===== config.mk =====
export PLATFORM = sky130hd
export DESIGN_NAME = eq_band_gain_ctrl
export DESIGN_NICKNAME = d
export VERILOG_FILES = /design/src/rtl/eq_ctrl_pkg.sv /design/src/rtl/eq_band_ramp.sv /design/src/rtl/eq_band_gain_ctrl.sv
export SDC_FILE = /design/constraint.sdc
export NUM_CORES = 1
export LEC_CHECK = 0
export ABC_CLOCK_PERIOD_IN_PS = 3960
export CAP_MARGIN = 25
export CORE_MARGIN = 2
export CORE_UTILIZATION = 45
export DETAILED_ROUTE_END_ITERATION = 8
export PLACE_DENSITY = 0.63
export SLEW_MARGIN = 25
export SYNTH_ARGS = -nofsm -noshare
export SYNTH_HDL_FRONTEND = slang
export SYNTH_SLANG_ARGS = --single-unit
export TNS_END_PERCENT = 50

===== constraint.sdc =====
create_clock -name clk_i -period 3.96 [get_ports clk_i]
set_input_delay 0.792 -clock clk_i [delete_from_list [all_inputs] [get_ports clk_i]]
set_output_delay 0.792 -clock clk_i [all_outputs]
set_load 0.01 [all_outputs]

===== src/rtl/eq_ctrl_pkg.sv =====
// Shared definitions for the 8-band equalizer control path.
// The amplifier and the testbench reuse the band count, the gain code width
// and the per-band state encoding from here.
package eq_ctrl_pkg;

    localparam int NUM_BANDS = 8;
    localparam int COEF_W    = 3;
    localparam int BAND_W    = 3;

    typedef enum logic [1:0] {
        OFF    = 2'd0,
        RAMP   = 2'd1,
        STEADY = 2'd2,
        FADE   = 2'd3
    } band_state_t;

    // Moves a gain code one step toward its goal. Because it never overshoots,
    // the result cannot leave 0..2**COEF_W-1.
    function automatic logic [COEF_W-1:0] stepToward(
        input logic [COEF_W-1:0] cur,
        input logic [COEF_W-1:0] goal
    );
        if (cur < goal) begin
            return cur + COEF_W'(1);
        end else if (cur > goal) begin
            return cur - COEF_W'(1);
        end
        return cur;
    endfunction

endpackage


===== src/rtl/eq_band_ramp.sv =====
// One equalizer band: stores the host target gain and walks the output gain
// code one step per ramp tick. The filter enable only drops once the gain has
// faded all the way to zero.
module eq_band_ramp
    import eq_ctrl_pkg::*;
(
    input  logic              clk_i,
    input  logic              rst_ni,
    input  logic              tick_i,
    input  logic              wr_i,
    input  logic [COEF_W-1:0] wr_coef_i,
    input  logic              wr_ena_i,
    input  logic              mute_i,
    output logic              ena_o,
    output logic [COEF_W-1:0] cur_o,
    output logic              active_o
);

    band_state_t       state_q, state_d;
    logic [COEF_W-1:0] target_q, target_d;
    logic [COEF_W-1:0] cur_q, cur_d;
    logic              ena_q, ena_d;
    logic [COEF_W-1:0] effTarget;
    logic [COEF_W-1:0] wrEffCoef;

    // Mute pulls the goal to zero without losing the stored target.
    assign effTarget = mute_i ? '0 : target_q;
    assign wrEffCoef = mute_i ? '0 : wr_coef_i;

    // Next-state logic: band FSM, target capture, gain stepping and enable.
    always_comb begin
        state_d  = state_q;
        target_d = target_q;
        cur_d    = cur_q;
        ena_d    = ena_q;

        if (wr_i && wr_ena_i) begin
            target_d = wr_coef_i;
        end

        if (wr_i && wr_ena_i) begin
            ena_d = 1'b1;
        end else if (state_q == OFF) begin
            ena_d = 1'b0;
        end

        case (state_q)
            OFF: begin
                if (wr_i && wr_ena_i) begin
                    state_d = RAMP;
                end
            end
            RAMP, STEADY: begin
                if (wr_i && !wr_ena_i) begin
                    state_d = (cur_q == '0) ? OFF : FADE;
                end else if (wr_i && wr_ena_i) begin
                    state_d = (wrEffCoef != cur_q) ? RAMP : state_q;
                end else if (tick_i) begin
                    cur_d   = stepToward(cur_q, effTarget);
                    state_d = (cur_d == effTarget) ? STEADY : RAMP;
                end else if (cur_q != effTarget) begin
                    state_d = RAMP;
                end
            end
            FADE: begin
                if (wr_i && wr_ena_i) begin
                    state_d = RAMP;
                end else if (tick_i) begin
                    if (cur_q <= COEF_W'(1)) begin
                        cur_d   = '0;
                        state_d = OFF;
                    end else begin
                        cur_d = cur_q - COEF_W'(1);
                    end
                end
            end
            default: begin
                state_d = OFF;
            end
        endcase
    end

    // Band registers; reset drops the band straight to off with no fade.
    always_ff @(posedge clk_i or negedge rst_ni) begin
        if (!rst_ni) begin
            state_q  <= OFF;
            target_q <= '0;
            cur_q    <= '0;
            ena_q    <= 1'b0;
        end else begin
            state_q  <= state_d;
            target_q <= target_d;
            cur_q    <= cur_d;
            ena_q    <= ena_d;
        end
    end

    assign ena_o    = ena_q;
    assign cur_o    = cur_q;
    assign active_o = (state_q == RAMP) || (state_q == FADE);

endmodule


===== src/rtl/eq_band_gain_ctrl.sv =====
// Configuration sequencer for the 8-band equalizer: divides sample strobes
// into ramp ticks, routes host writes to the addressed band and gathers the
// per-band enables and gain codes onto the filter/amplifier buses.
module eq_band_gain_ctrl
    import eq_ctrl_pkg::*;
#(
    parameter int RAMP_DIV = 4,
    parameter int DIV_W    = 8
) (
    input  logic                          clk_i,
    input  logic                          rst_ni,
    input  logic                          sample_en_i,
    input  logic                          cfg_valid_i,
    output logic                          cfg_ready_o,
    input  logic [BAND_W-1:0]             cfg_band_i,
    input  logic [COEF_W-1:0]             cfg_coef_i,
    input  logic                          cfg_ena_i,
    input  logic                          mute_i,
    output logic [NUM_BANDS-1:0]          ena_bus_o,
    output logic [NUM_BANDS*COEF_W-1:0]   amp_coef_bus_o,
    output logic                          busy_o,
    output logic                          ramp_done_o
);

    localparam logic [DIV_W-1:0] DIV_LAST = DIV_W'(RAMP_DIV - 1);

    logic [DIV_W-1:0]  divCnt_q, divCnt_d;
    logic              busy_q, busy_d;
    logic              rampDone_q, rampDone_d;
    logic              tick;
    logic              accept;
    logic              anyActive;
    logic [NUM_BANDS-1:0] bandWr;
    logic [NUM_BANDS-1:0] bandEna;
    logic [NUM_BANDS-1:0] bandActive;
    logic [COEF_W-1:0]    bandCur [NUM_BANDS];

    // A tick is the strobe that completes a group of RAMP_DIV samples; writes
    // are refused on that cycle so a band never sees a write and a step at once.
    assign tick        = sample_en_i && (divCnt_q == DIV_LAST);
    assign cfg_ready_o = ~tick;
    assign accept      = cfg_valid_i && ~tick;
    assign anyActive   = |bandActive;

    // Next divider count plus the busy/done edge detector.
    always_comb begin
        divCnt_d   = divCnt_q;
        busy_d     = anyActive;
        rampDone_d = busy_q && !anyActive;
        if (sample_en_i) begin
            divCnt_d = tick ? '0 : divCnt_q + DIV_W'(1);
        end
    end

    // Divider and status registers.
    always_ff @(posedge clk_i or negedge rst_ni) begin
        if (!rst_ni) begin
            divCnt_q   <= '0;
            busy_q     <= 1'b0;
            rampDone_q <= 1'b0;
        end else begin
            divCnt_q   <= divCnt_d;
            busy_q     <= busy_d;
            rampDone_q <= rampDone_d;
        end
    end

    for (genvar b = 0; b < NUM_BANDS; b++) begin : gBand
        assign bandWr[b] = accept && (cfg_band_i == BAND_W'(b));

        eq_band_ramp uBand (
            .clk_i     (clk_i),
            .rst_ni    (rst_ni),
            .tick_i    (tick),
            .wr_i      (bandWr[b]),
            .wr_coef_i (cfg_coef_i),
            .wr_ena_i  (cfg_ena_i),
            .mute_i    (mute_i),
            .ena_o     (bandEna[b]),
            .cur_o     (bandCur[b]),
            .active_o  (bandActive[b])
        );

        assign amp_coef_bus_o[b*COEF_W +: COEF_W] = bandCur[b];
    end

    assign ena_bus_o   = bandEna;
    assign busy_o      = busy_q;
    assign ramp_done_o = rampDone_q;

endmodule


==> results of run 1 <==
==> sequential cells by signal, summed over array words and instances, names as in the netlist <==
signal	count
gBand.uBand.state_q	16
busy_o	1
ramp_done_o	1
gBand.uBand.ena_o	8
gBand.uBand.cur_o	24
gBand.uBand.target_q	24
divCnt_q	8
==> final cells by class <==
class | instances | area, sq um
well taps | 220 | 275
multi-input cells | 656 | 4930
fillers | 1563 | 7970
clock buffers | 12 | 246
repair buffers | 66 | 608
clock inverters | 3 | 40.0
inverters | 74 | 278
flip-flops and latches | 82 | 2050
==> layout by cell type, fill, tap and decap left out, types with 9 or more instances in the layout <==
| cell | n |
|---|---|
| a21o_1 | 13 |
| a21oi_1 | 40 |
| a31oi_1 | 18 |
| and3_1 | 9 |
| buf_4 | 21 |
| clkbuf_16 | 9 |
| clkdlybuf4s50_1 | 45 |
| dfrtp_1 | 82 |
| ha_1 | 80 |
| inv_1 | 73 |
| mux2_2 | 24 |
| nand2_1 | 63 |
| nand3_1 | 21 |
| nor2_1 | 59 |
| nor2b_1 | 10 |
| nor3_1 | 10 |
| o211ai_1 | 12 |
| o21ai_0 | 55 |
| o41ai_1 | 10 |
| xnor2_1 | 47 |
==> path summary, 6_finish.rpt <==
path	slack (ns)	start	endpoint	cells past startpoint
max	0.55	mute_i	gBand[0].uBand.state_q[0]	11
min	0.48	rst_ni	gBand[6].uBand.cur_o[1]	1
max reg2reg	0.96	divCnt_q[2]	gBand[5].uBand.state_q[1]	7
min reg2reg	0.48	gBand[6].uBand.target_q[1]	gBand[6].uBand.target_q[1]	2
max in group asynchronous	2.73	rst_ni	gBand[0].uBand.state_q[0]	2
min in group clk_i	0.48	gBand[6].uBand.target_q[1]	gBand[6].uBand.target_q[1]	2
==> worst max-delay path: cells and delay by family <==
kind / cells / cell delay [ns]
AO/OA/AOI/OAI: 3 / 1.05
buffers and inverters: 3 / 0.83
AND/OR/NAND/NOR: 3 / 0.41
adder cells (fa/ha/maj): 1 / 0.32
XOR/XNOR: 1 / 0.22
==> kinds of logic (layout without fill, tap and decap cells) <==
logic type	after synthesis	after routing	share of synthesized area, %
muxes	33	33	4.83
DFF	82	82	27.4
adders and majority gates	80	80	13.4
xor gates and xnor gates	56	56	7.34
buffers and inverters	120	155	6.61
and+or+nand+nor	233	233	16.4
AOI/OAI and AO/OA	254	254	24.0
==> per-layer routing <==
layer | vias up | part of all wire (%)
met1 | 3106 | 50
met3 | 26 | 4.3
met2 | 172 | 44
li1 | 3181 | -
met5 | - | 0
met4 | 0 | 1.7
==> through the flow <==
| step | cell area (sq um) | utilization (%) |
|---|---|---|
| 6_report | 8430 | 51.4 |
| 5_1_grt | 8430 | 51.4 |
| 3_5_place_dp | 8150 | 49.7 |
| 2_1_floorplan | 7480 | - |
| 3_3_place_gp | 8150 | 49.7 |
| 4_1_cts | 8430 | 51.4 |
==> power groups by stage <==
stage | sequential, mW | combinational [mW] | clock, mW
2_1_floorplan | 1.43 | 2.86 | 0
3_3_place_gp | 1.54 | 3.66 | 0
3_5_place_dp | 1.54 | 3.68 | 0
4_1_cts | 1.53 | 3.70 | 0.873
5_1_grt | 1.59 | 4.15 | 0.922
6_report | 1.53 | 3.73 | 0.856
==> flow_metrics.tcl, run 1 <==
set metrics [dict create \
    status "finished, final reports clean" \
    antenna_found_initial 0 \
    clk_pin_slew_worst_paths_ns 0.07 \
    avgSynthCellArea_sq_um 8.72 \
    yosysTopAreaCell "dfrtp_1" \
    syn_inst 858 \
    finalMaxSlewViolations 0 \
    io_buffers 46 \
    period_share_pct 86.1 \
    min_period_ns 3.41 \
    preCtsSetupSlack_ns 0.227 \
    ys_ff_latch 82 \
    cap_violations 0 \
    antenna_left 0 \
    finalSetupViolCount 0 \
    grt_max_degree 50 \
    holdWs_ns 0.481 \
    criticalPathCategory "input pin to flop" \
    leakage_nw 3.63 \
    cts_setup_buffers 0 \
    yosysMostFrequentCell "dfrtp_1" \
    combinationalPowerShare_pct 61.0 \
    rows 47 \
    gr-usage-met2_pct 35.4 \
    synth-async-reset-ratio_pct 100 \
    crit_fanout 11 \
    max_slew.worst_pin.slew_ns 0.739 \
    synth_top_area_share_pct 27.4 \
    slowest_delay_ns 0.52 \
    diodes 0 \
    cts_root_buf "clkbuf_16" \
    cp.required_ns 4.19 \
    vias 6485 \
    p_int_mw 3.37 \
    dieArea_sq_um 17700 \
    gp_congestion 0.892 \
    cp-end-kind "flop" \
    grt_setup_unrepaired "no" \
    clock_path_buffers 2 \
    synth_area_sq_um 7480 \
    crit_slowest_cell "o311ai_0" \
    grt_pass1_wl_mm 32.3 \
    p_seq_share_pct 25.0 \
    cp_cell_sequence "clkdlybuf4s50_1, inv_1, buf_4, nand2_1, ha_1, and3b_1, nor2_1, o311ai_0, xnor2_1, a31oi_1, o41a_1" \
    clk_latency_ns 0.35 \
    ys_warn_count 0 \
    clock_skew_ns 0.0107 \
    nets 981 \
    wire_per_inst_um 17.4 \
    grt_pass1_vias 6199 \
    slew_headroom_pct 50.3 \
    grt_use_met1_pct 32.1 \
    cts_buffers 9 \
    clkSinkCount 82 \
    critical_path_arrival_ns 3.64 \
    viasPerCell 5.83 \
    chipHeight_um 133 \
    coreArea_sq_um 16400 \
    grtUsageMet3_pct 3.83 \
    syn_nets 950 \
    place_hpwl_mm 14.4 \
    grt_overflow_total 0 \
    wirelength_mm 19.4 \
    dp_cells 1098 \
    drive_gt1_share_pct 9.29 \
    htree_levels 3 \
    p_sw_mw 2.75 \
    post-route-drc-count 0 \
    fin_cells 1113 \
    hold_buffers 0 \
    start_kind "input pin" \
    fp.dieW_um 133 \
    hold_viol_final 0 \
    initial_core_util_pct 45.6 \
    total_power_mw 6.12 \
    ir_drop_uv 310 \
    power_density_nw_per_um2 725 \
    drtIter0Drc 427 \
    yosysSeqAreaShare_pct 27.4 \
    tritoncts "yes" \
    synth_area_leaders "dfrtp_1 27%, ha_1 13%, xnor2_1 5.5%" \
    max_freq_mhz 293 \
    yosys-top-cells-count "82 x dfrtp_1, 80 x ha_1, 73 x inv_1" \
    finalSetupTns_ns 0 \
    areaGrowthSynthToFinish_pct 12.7 \
    hold_path.class "input pin to async pin" \
    synth_ff_type "dfrtp_1" \
    synth.distinct_cells 80 \
    drt_first_pass_iters 5 \
    clockPowerShare_pct 14.0 \
    io_pins 47 \
    p_sw_share_pct 44.9 \
    post_cts_resize_count 0 \
    track_usage_pct 22.7 \
    grt-busiest-layer "met2" \
    synth-edff-count 0 \
    setup_ws_ns 0.551 \
]
Power figures use the tool's default switching activity.
==> run 2, diff against run 1 <==
--- a/config.mk
+++ b/config.mk
@@ -8,9 +8,9 @@
 export ABC_CLOCK_PERIOD_IN_PS = 3960
 export CAP_MARGIN = 25
 export CORE_MARGIN = 2
-export CORE_UTILIZATION = 45
+export CORE_UTILIZATION = 55
 export DETAILED_ROUTE_END_ITERATION = 8
-export PLACE_DENSITY = 0.63
+export PLACE_DENSITY = 0.75
 export SLEW_MARGIN = 25
 export SYNTH_ARGS = -nofsm -noshare
 export SYNTH_HDL_FRONTEND = slang
==> flow_metrics.tcl, run 2 (synthesized netlist as in run 1, its figures left out) <==
set metrics [dict create \
    status "finished, final reports clean" \
    combinationalPowerShare_pct 60.2 \
    antenna_left 0 \
    place_area_sq_um 8070 \
    dp_cells 1050 \
    initial_core_util_pct 56.5 \
    post_cts_resize_count 0 \
    clk_pin_slew_worst_paths_ns 0.07 \
    cap_violations 0 \
    viasPerCell 6.33 \
    path_delay_family "simple AND/OR/NAND/NOR gates" \
    layout_commonest_cell "dfrtp_1" \
    final_cell_mix "82 x dfrtp_1, 80 x ha_1, 73 x inv_1" \
    p_int_mw 3.46 \
    areaGrowthSynthToFinish_pct 12.3 \
    finalSetupViolCount 0 \
    fin_cells 1066 \
    dieArea_sq_um 14500 \
    drive_gt1_share_pct 9.21 \
    io_pins 47 \
    grt_overflow_total 0 \
    path_buf_inv 3 \
    critical_path_arrival_ns 3.68 \
    coreArea_sq_um 13200 \
    highest_layer "met4" \
    nets 977 \
    drt_first_pass_iters 6 \
    leakage_nw 3.63 \
    grt_setup_unrepaired "no" \
    finalMaxSlewViolations 0 \
    hold_buffers 0 \
    clock_path_buffers 2 \
    clk_latency_ns 0.35 \
    min_period_ns 3.39 \
    wl_met1_mm 8.62 \
    post-route-drc-count 0 \
    fin_area_sq_um 8400 \
    met2_length_mm 9.22 \
    ir_drop_uv 380 \
    io_buffers 46 \
    seq_area_sq_um 2050 \
    cp_cell_sequence "clkdlybuf4s50_1, inv_1, buf_4, nand2_1, ha_1, nand3_1, a21oi_1, xnor2_1, nand3_1, or4_1, a21oi_1" \
    nFillCells 1148 \
    grt_max_degree 83 \
    setup_ws_ns 0.565 \
    max_freq_mhz 295 \
    crit_slowest_cell "or4_1" \
    cp-end-kind "flop" \
    drtIter0Drc 598 \
    cp.required_ns 4.24 \
    cts_setup_buffers 0 \
    vias 6747 \
    crit_fanout 14 \
    grt_pass1_wl_mm 32.8 \
    finalSetupTns_ns 0 \
    hold_path.class "flop to flop" \
    hold_viol_final 0 \
    place_hpwl_mm 14.5 \
    tritoncts "yes" \
    multi_input_area_sq_um 4930 \
    chipHeight_um 121 \
    reg2reg_slack_ns 0.85 \
    clock_skew_ns 0.00717 \
    holdWs_ns 0.477 \
    antenna_found_initial 0 \
    rows 42 \
    route.met3.wl_mm 1.30 \
    period_share_pct 85.7 \
    gp_congestion 0.929 \
    diodes 0 \
    max_slew.worst_pin.slew_ns 0.883 \
    wirelength_mm 19.5 \
    clkSinkCount 82 \
    criticalPathCategory "input pin to flop" \
    wire_per_inst_um 18.3 \
    cts_buffers 9 \
    preCtsSetupSlack_ns 0.201 \
    p_sw_share_pct 44.9 \
    p_sw_mw 2.83 \
    slowest_delay_ns 0.53 \
    start_kind "input pin" \
    htree_levels 3 \
    power_density_nw_per_um2 748 \
    fp.dieW_um 121 \
    track_usage_pct 28.2 \
    cts_root_buf "clkbuf_16" \
    slew_headroom_pct 40.6 \
    clockPowerShare_pct 15.4 \
    grt_pass1_vias 6628 \
    p_seq_share_pct 24.4 \
]
==> run 2: cell type report <==
type,instances,share of cell area (%)
multi-input combinational,656,58.7
sequential,82,24.4
inverter,74,3.31
clock buffer,11,3.01
tap,176,2.62
clock inverter,5,1.01
timing repair buffer,62,6.92
==> run 2: path summary, 6_finish.rpt <==
path / from / to / cells after the start
worst min-delay path: gBand[6].uBand.target_q[0] / gBand[6].uBand.target_q[0] / 2
worst max-delay path: mute_i / gBand[2].uBand.state_q[1] / 11
worst max register to register: divCnt_q[2] / gBand[5].uBand.state_q[1] / 7
min in group asynchronous: rst_ni / gBand[5].uBand.ena_o / 1
max in group asynchronous: rst_ni / gBand[6].uBand.cur_o[0] / 1
worst min register to register: gBand[6].uBand.target_q[0] / gBand[6].uBand.target_q[0] / 2
==> run 2: power groups by stage <==
stage / Sequential [mW] / Combinational, mW / Clock [mW]
floorplan: 1.43 / 2.86 / 0
global placement: 1.52 / 3.59 / 0
detailed placement: 1.54 / 3.71 / 0
CTS: 1.53 / 3.74 / 0.973
global route: 1.59 / 4.20 / 1.02
finish: 1.53 / 3.79 / 0.967
==> run 2: through the flow <==
step	utilization, %	power, mW
2_1_floorplan	-	4.28
3_3_place_gp	60.9	5.10
3_5_place_dp	60.9	5.25
4_1_cts	63.5	6.24
5_1_grt	63.5	6.81
6_report	63.5	6.29
==> run 2: worst min-delay path: stages, from the launching register on <==
cell,delay (ns)
dfrtp_1,0.34
nand2_1,0.05
nand2_1,0.06
==> run 2: layer usage <==
layer / vias up / track usage (%)
met5: - / 0
met4: 0 / 10.8
met3: 44 / 4.58
met2: 269 / 45.3
met1: 3254 / 38.1
li1: 3180 / -
